===== src/rtl/alu_pkg.sv =====
// rtl/alu_pkg.sv - shared constants for the byte-serial ALU sequencer
// Purpose: flag bit indices, ALU opcode constants and the alu_seq state encoding.
// Ports: none (package).
package alu_pkg;

  // Bit positions inside the 4-bit flag vector {overflow, sign, carry, zero}
  localparam int ZERO  = 0;
  localparam int CARRY = 1;
  localparam int SIGN  = 2;
  localparam int OVF   = 3;

  // ALU opcodes
  localparam logic [3:0] OP_ADD = 4'h0;
  localparam logic [3:0] OP_AND = 4'h1;
  localparam logic [3:0] OP_OR  = 4'h2;
  localparam logic [3:0] OP_XOR = 4'h3;

  typedef enum logic [1:0] {
    IDLE = 2'd0,
    RUN  = 2'd1,
    DONE = 2'd2
  } alu_seq_state_t;

endpackage


===== src/rtl/alu_seq.sv =====
// rtl/alu_seq.sv - byte-serial sequencer driving an external 8-bit combinational ALU
// Purpose: runs one NBYTES-wide ALU operation LSB byte first through an external
//   8-bit ALU, chaining carries, and assembles the word result and flags.
// Optional feature: define ALU_SEQ_ABORT_EN to add the abort input (RUN -> IDLE, no done).
// Ports:
//   clk, rst             clock, synchronous active-high reset
//   start                request, accepted only in IDLE
//   op, invert           ALU opcode / invert control, latched on accept
//   carry_in, chain      carry into byte 0; chain=1 ripples carry byte to byte
//   abort                (ALU_SEQ_ABORT_EN only) cancel the operation in RUN
//   a_in, b_in           operands
//   busy, done           in-flight indicator, one-cycle completion pulse
//   result, flags        assembled word result and {ovf, sign, carry, zero}
//   alu_a, alu_b         operand bytes to the ALU
//   alu_op, alu_invert, alu_carry_in, alu_oe   ALU controls (alu_oe=1 disables ALU output)
//   alu_res, alu_flags   ALU result byte and flags
module alu_seq
  import alu_pkg::*;
#(
  parameter int NBYTES = 4
) (
  input  logic                  clk,
  input  logic                  rst,
  input  logic                  start,
  input  logic [3:0]            op,
  input  logic                  invert,
  input  logic                  carry_in,
  input  logic                  chain,
`ifdef ALU_SEQ_ABORT_EN
  input  logic                  abort,
`endif
  input  logic [8*NBYTES-1:0]   a_in,
  input  logic [8*NBYTES-1:0]   b_in,
  output logic                  busy,
  output logic                  done,
  output logic [8*NBYTES-1:0]   result,
  output logic [3:0]            flags,
  output logic [7:0]            alu_a,
  output logic [7:0]            alu_b,
  output logic [3:0]            alu_op,
  output logic                  alu_invert,
  output logic                  alu_carry_in,
  output logic                  alu_oe,
  input  logic [7:0]            alu_res,
  input  logic [3:0]            alu_flags
);

  localparam int IDXW = $clog2(NBYTES);
  localparam logic [IDXW-1:0] LAST = IDXW'(NBYTES - 1);

  alu_seq_state_t            state_q;
  logic [IDXW-1:0]           idx_q;
  logic [3:0]                op_q;
  logic                      inv_q;
  logic                      cin_q;
  logic                      chain_q;
  logic [NBYTES-1:0][7:0]    a_q;
  logic [NBYTES-1:0][7:0]    b_q;
  logic [NBYTES-1:0][7:0]    acc_q;
  logic                      carry_q;
  logic                      busy_q;
  logic                      done_q;
  logic [NBYTES-1:0][7:0]    result_q;
  logic [3:0]                flags_q;

  logic [NBYTES-1:0][7:0]    res_d;
  logic [3:0]                flags_d;
  logic                      in_run;
  logic                      abort_req;

`ifdef ALU_SEQ_ABORT_EN
  assign abort_req = abort;
`else
  assign abort_req = 1'b0;
`endif

  assign in_run = (state_q == RUN);

  // ALU operands are parked at zero whenever the ALU output is disabled
  assign alu_a        = in_run ? a_q[idx_q] : 8'h00;
  assign alu_b        = in_run ? b_q[idx_q] : 8'h00;
  assign alu_carry_in = in_run ? (((idx_q == '0) || !chain_q) ? cin_q : carry_q) : 1'b0;
  assign alu_oe       = !in_run;
  assign alu_op       = op_q;
  assign alu_invert   = inv_q;

  assign busy   = busy_q;
  assign done   = done_q;
  assign result = result_q;
  assign flags  = flags_q;

  // Word as it stands once the current byte is merged in; on the last byte
  // this is the final result and its zero flag covers every byte.
  always_comb begin
    res_d             = acc_q;
    res_d[idx_q]      = alu_res;
    flags_d           = '0;
    flags_d[ZERO]     = (res_d == '0);
    flags_d[CARRY]    = alu_flags[CARRY];
    flags_d[SIGN]     = alu_flags[SIGN];
    flags_d[OVF]      = alu_flags[OVF];
  end

  always_ff @(posedge clk) begin
    if (rst) begin
      state_q  <= IDLE;
      idx_q    <= '0;
      op_q     <= '0;
      inv_q    <= 1'b0;
      cin_q    <= 1'b0;
      chain_q  <= 1'b0;
      a_q      <= '0;
      b_q      <= '0;
      acc_q    <= '0;
      carry_q  <= 1'b0;
      busy_q   <= 1'b0;
      done_q   <= 1'b0;
      result_q <= '0;
      flags_q  <= '0;
    end else begin
      case (state_q)
        IDLE: begin
          done_q <= 1'b0;
          if (start) begin
            op_q    <= op;
            inv_q   <= invert;
            cin_q   <= carry_in;
            chain_q <= chain;
            a_q     <= a_in;
            b_q     <= b_in;
            acc_q   <= '0;
            idx_q   <= '0;
            busy_q  <= 1'b1;
            state_q <= RUN;
          end
        end
        RUN: begin
          if (abort_req) begin
            idx_q   <= '0;
            busy_q  <= 1'b0;
            state_q <= IDLE;
          end else begin
            carry_q <= alu_flags[CARRY];
            acc_q   <= res_d;
            if (idx_q == LAST) begin
              idx_q    <= '0;
              done_q   <= 1'b1;
              result_q <= res_d;
              flags_q  <= flags_d;
              state_q  <= DONE;
            end else begin
              idx_q <= idx_q + 1'b1;
            end
          end
        end
        DONE: begin
          done_q  <= 1'b0;
          busy_q  <= 1'b0;
          state_q <= IDLE;
        end
        default: begin
          done_q  <= 1'b0;
          busy_q  <= 1'b0;
          state_q <= IDLE;
        end
      endcase
    end
  end

endmodule


===== config.mk =====
export PLATFORM = sky130hd
export DESIGN_NAME = alu_seq
export DESIGN_NICKNAME = d
export VERILOG_FILES = /design/src/rtl/alu_pkg.sv /design/src/rtl/alu_seq.sv
export SDC_FILE = /design/constraint.sdc
export NUM_CORES = 1
export LEC_CHECK = 0
export BUFFER_PORTS_ARGS = -buffer_cell sky130_fd_sc_hd__clkbuf_2
export CAP_MARGIN = 20
export CORE_MARGIN = 2
export CORE_UTILIZATION = 50
export CTS_CLUSTER_DIAMETER = 40
export DETAILED_ROUTE_END_ITERATION = 10
export MAX_ROUTING_LAYER = met4
export PLACE_DENSITY = 0.84
export SYNTH_ARGS = -nofsm -noshare
export SYNTH_HDL_FRONTEND = slang
export SYNTH_SLANG_ARGS = --single-unit

===== constraint.sdc =====
create_clock -name clk -period 3.9 [get_ports clk]
set_clock_uncertainty 0.2 [all_clocks]
set_input_delay 0.39 -clock clk [delete_from_list [all_inputs] [get_ports clk]]
set_output_delay 0.39 -clock clk [all_outputs]
set_load 0.02 [all_outputs]

==> reports/qor.txt, run 1 <==
router iterations before antenna repair: 5
final setup fails: 0
first-pass GRT wire length: 25500 µm
#FFs+latches synth: 146
WL met2: 8020 µm
Global Route Usage Sum: 25.2%
R2R setup slack: 1.29 ns
Seq pwr share: 42.5%
Synth Area per Inst: 9.17 µm²
Top Ports: 147
number of vias per cell: 5.57
max-slew violation count: 0
Top Layer Used: met4
post-synth top area cell: dfxtp_1
latest clock arrival within the worst-skew pair: 0.42 ns
Overflow after GRT: 0
status: completed
ranking of synthesized cells by area: dfxtp_1 48%, nand2_1 9.4%, a21oi_1 6.6%
TritonCTS Sinks: 146
vias in the first global route: 5309
largest net degree at the start of global routing: 75
drt drc: 0
Tightest Pin Transition: 0.926 ns
worst hold path class: in -> reg
H-tree depth: 4
Fmax: 357 MHz
Critical Path Start Type: flip-flop
reg2reg start: idx_q[1]
Port-buffer cells: 145
RR Endpoint: flags[0]
library cells used by synthesis: 38
crit end category: primary output
Worst Hold Depth: 3
syn nets: 759
die width: 115 µm
layout cells sized above 1: 25.2%
metal3 WL: 876 µm
number of enable flip-flop cells after synthesis: 0
critical path required time: 3.31 ns
Peak VDD IR: 0.242 mV
Min Hold Slack: 0.00726 ns
CP max stage cell: mux4_2
Routed WL: 16200 µm
Final min period: 2.80 ns
Synth top area share: 47.7%
total power draw: 3.71 mW
synth warn: 0
die area: 13200 µm²
Clk pin slew, worst setup/hold paths: 0.06 ns
Leak: 3.21 nW
Hold Vio Cnt, Final: 0
Antenna diodes: 0
final period utilization: 71.8%
routability congestion estimate: 0.807
CTS root buffer: clkbuf_16
reg2reg path depth: 7
total number of vias: 5540
row count: 40
CTS tree: yes
Largest stage delay, worst path: 0.55 ns
FILL cells: 859
Worst Path Class, Setup: reg -> out
Hold Startpoint: b_in[25]
switching power: 873 µW
wl on met1: 6700 µm
Synth Instances: 668
Slew headroom: 38.3%
Synth async-reset ratio: 0%
Worst Path Max Fanout: 14
Switching Share: 23.5%
DP Wirelength: 9510 µm
most common cell after layout, fill and taps aside: nand2_1
Critical Path AT: 2.21 ns
Initial Utilization: 51.2%
internal power: 2.84 mW
Die Height: 115 µm
fin nets: 926
sequential-to-total area share from yosys stat: 47.7%
Post-DRT Antenna Nets: 0
Worst Path Buf+Inv: 2
clock share of power: 47.0%
RSZ-0062 raised after global routing: no
synthesized area: 6130 µm²
initial antenna violation count: 0
wire per inst: 16.3 µm
most frequent cells in the layout: 154 x nand2_1, 146 x dfxtp_1, 144 x clkbuf_2
Num CTS Buffers: 17
CTS resizes: 0
Area growth syn-to-layout: 30.6%
CP cell instances: buf_4 -> mux4_2 -> nor2b_1 -> clkbuf_2
WHS Endpoint: b_q[25]
delay-heaviest family, CP: multiplexers
core area: 12000 µm²
setup_tns: 0 ns
CTS Buffer Depth: 2
PwrDens: 464 nW/µm²
postcts setup bufs: 0
Initial DRC Count: 479
Synth Flop Type: dfxtp_1
Max Cap Viol: 0
combinational share of power: 10.5%
[synth_stat cells, types with 2 or more instances]
library cell and n:
o21ai_4 4, buf_2 34, mux4_2 16, nor4_1 11, ha_1 5, clkbuf_1 19, buf_1 2, o21ai_0 3
a22o_1 8, nor3_1 6, a22oi_1 2, buf_4 3, nor3b_1 2, dfxtp_1 146, nand2_1 154, nor2b_1 17
a21oi_1 81, nor2_1 45, buf_6 3, a32o_1 24, a211oi_1 30, mux2i_1 34, inv_1 4
[logic make-up (layout without fill, tap and decap cells)]
logic type	count (synthesis)	in the layout	synth area share (%)
AOI/OAI and AO/OA	156	156	17.4
adders and majority gates	5	5	1.02
buffers and inverters	66	246	5.31
DFF	146	146	47.7
muxes	50	50	11.4
and+or+nand+nor	245	245	17.1
[cell type report]
type / count / area [µm²] / area share (%)
clock buffers: 20 / 467 / 5.83
repair buffers: 210 / 1350 / 16.9
well taps: 147 / 184 / 2.30
multi-input cells: 456 / 2880 / 36.0
clock inverters: 12 / 176 / 2.20
inverters: 4 / 15.0 / 0.188
flip-flops and latches: 146 / 2920 / 36.5
[what timing repair did]
action                                 in CTS  in global routing
hold buffers                               54                  1
setup endpoints to repair                   0                  0
endpoints found under the hold margin      54                  1
[worst min-delay path: stages]
cell and delay, ns:
clkbuf_2 0.08, nand2_1 0.05, a21oi_1 0.06
[layer usage]
layer,GRT usage (%),up-vias
met1,29.9,2593
met4,13.1,0
met3,5.24,55
li1,-,2677
met5,-,-
met2,40.5,215
[power by group through the flow]
stage	clock [mW]	sequential [mW]	combinational [mW]
3_3_place_gp	0	1.61	0.328
5_1_grt	1.83	1.58	0.422
6_report	1.75	1.58	0.388
4_1_cts	1.76	1.58	0.378
2_1_floorplan	0	1.61	0.234
3_5_place_dp	0	1.61	0.333
[sequential cells by signal, indices dropped and copies added, names as in the netlist, 2 cells and up]
| register | flops |
|---|---|
| result | 32 |
| flags | 4 |
| a_q | 32 |
| alu_op | 4 |
| b_q | 32 |
| acc_q | 32 |
| state_q | 2 |
| idx_q | 2 |
[how the worst max path moves through the flow]
stage | from | to | slack [ns] | cells after the start
2_1_floorplan | idx_q[0] | alu_carry_in | 1.39 | 8
5_1_grt | idx_q[0] | alu_a[6] | 1.00 | 4
4_1_cts | idx_q[0] | alu_a[7] | 1.09 | 4
6_report | idx_q[0] | alu_a[6] | 1.10 | 4
3_5_place_dp | idx_q[1] | result[11] | 1.31 | 6
3_3_place_gp | idx_q[1] | flags[0] | 1.35 | 7
[through the flow]
step	setup WS, ns	util [%]	cells	area [µm²]
6_report	1.10	66.9	995	8000
5_1_grt	1.00	66.9	995	8000
4_1_cts	1.09	66.8	994	7990
3_5_place_dp	1.31	56.9	908	6810
3_3_place_gp	1.35	56.9	908	6810
2_1_floorplan	1.39	-	668	6130
Power figures use the tool's default switching activity.
==> run 2, diff against run 1 <==
--- a/config.mk
+++ b/config.mk
@@ -8,11 +8,11 @@
 export BUFFER_PORTS_ARGS = -buffer_cell sky130_fd_sc_hd__clkbuf_2
 export CAP_MARGIN = 20
 export CORE_MARGIN = 2
-export CORE_UTILIZATION = 50
+export CORE_UTILIZATION = 48
 export CTS_CLUSTER_DIAMETER = 40
 export DETAILED_ROUTE_END_ITERATION = 10
 export MAX_ROUTING_LAYER = met4
-export PLACE_DENSITY = 0.84
+export PLACE_DENSITY = 0.85
 export SYNTH_ARGS = -nofsm -noshare
 export SYNTH_HDL_FRONTEND = slang
 export SYNTH_SLANG_ARGS = --single-unit
==> constraint.sdc (replaced) <==
create_clock -name clk -period 2.4 [get_ports clk]
set_clock_uncertainty 0.2 [all_clocks]
set_input_delay 0.24 -clock clk [delete_from_list [all_inputs] [get_ports clk]]
set_output_delay 0.24 -clock clk [all_outputs]
set_load 0.02 [all_outputs]
==> reports/qor.txt, run 2 (synthesized netlist as in run 1, its figures left out) <==
Peak VDD IR: 0.495 mV
most common cell after layout, fill and taps aside: nand2_1
most frequent cells in the layout: 154 x nand2_1, 144 x dfxtp_1, 144 x clkbuf_2
Routed WL: 17800 µm
DP Wirelength: 9810 µm
initial antenna violation count: 1
met1 usage: 31.4%
Global Route Usage Sum: 27.1%
core area: 12500 µm²
Hold Vio Cnt, Final: 0
Clk pin slew, worst setup/hold paths: 0.06 ns
largest net degree at the start of global routing: 73
Initial Utilization: 48.9%
Port-buffer cells: 145
final setup fails: 0
Max Cap Viol: 0
Critical Path AT: 1.87 ns
Die Height: 117 µm
critical path required time: 1.96 ns
setup_tns: 0 ns
most used routing layer: met2
Tightest Pin Transition: 0.500 ns
Top Ports: 147
routability congestion estimate: 0.840
vias in the first global route: 5677
Overflow after GRT: 0
die width: 117 µm
postcts setup bufs: 0
Final min period: 2.31 ns
worst hold path class: in -> reg
Fmax: 433 MHz
RSZ-0062 raised after global routing: no
fin nets: 955
Non-Filler Instances: 1050
max-slew violation count: 0
reg2reg start: idx_q[1]
Area growth syn-to-layout: 36.8%
drt drc: 0
latest clock arrival within the worst-skew pair: 0.42 ns
Post-DRT Antenna Nets: 0
H-tree depth: 4
layout cells sized above 1: 25.5%
Worst Path Class, Setup: reg -> out
M2 GR Usage: 43.5%
R2R setup slack: 0.54 ns
met3 usage: 6.49%
wire per inst: 16.9 µm
router iterations before antenna repair: 5
Leak: 3.35 nW
number of vias per cell: 5.56
Worst Path Max Fanout: 18
Hold Startpoint: alu_res[4]
crit end category: primary output
CTS Buffer Depth: 2
Slew headroom: 66.7%
row count: 41
Initial DRC Count: 494
Inst Count DP: 940
Setup crit start: idx_q[0]
CTS root buffer: clkbuf_16
final period utilization: 96.2%
TritonCTS Sinks: 146
total number of vias: 5843
PwrDens: 728 nW/µm²
die area: 13700 µm²
Critical Path Start Type: flip-flop
status: completed
Num CTS Buffers: 17
CTS tree: yes
first-pass GRT wire length: 27700 µm
run 2: what timing repair did:
item / in CTS / in global routing
hold endpoints to repair: 78 / 0
hold buffers: 77 / 0
gates resized for setup: 7 / 2
setup endpoints to repair: 16 / 16
run 2: worst paths after layout:
path / endpoint / cells after the start
worst max-delay path: alu_a[2] / 4
worst max register to register: flags[0] / 7
worst min-delay path: acc_q[20] / 2
worst min register to register: b_q[23] / 2
run 2: worst max-delay path, stage by stage (launching register included):
cell and delay [ns]:
dfxtp_2 0.39, buf_12 0.20, mux4_2 0.51, nor2b_1 0.15, clkbuf_2 0.19
run 2: per-stage QoR:
| stage | hold slack, ns | instance area, µm² | total power, mW | setup WS, ns | util, % |
|---|---|---|---|---|---|
| after global routing | 0.0852 | 8380 | 6.30 | 0.0154 | 67.0 |
| after CTS | 0.0490 | 8380 | 6.10 | 0.00269 | 66.9 |
| final | 0.0781 | 8380 | 6.10 | 0.0920 | 67.0 |
| after detailed placement | 0.243 | 6930 | 3.17 | 0.333 | 55.4 |
| after global placement | 0.239 | 6930 | 3.16 | 0.361 | 55.4 |
| after floorplan | 0.176 | 6130 | 2.99 | 0.0410 | - |
run 2: routing by layer:
metal	vias to the layer above	share of wire, %
met2	294	50
met5	-	0
met1	2742	39
met3	73	6.7
met4	0	4.1
li1	2734	-
run 2: layout make-up:
cell class	instances	area [µm²]
antenna	1	2.50
clock buffer	20	467
multi-input combinational	456	2890
tap	172	215
timing repair buffer	239	1690
clock inverter	12	180
sequential	146	2930
inverter	4	15.0
fill	934	4140
run 2: power by group:
group / internal (mW) / switching (mW) / total, mW
combinational: 0.314 / 0.376 / 0.690
clock: 1.82 / 1.02 / 2.84
sequential: 2.51 / 0.0528 / 2.57
total: 4.65 / 1.45 / 6.10
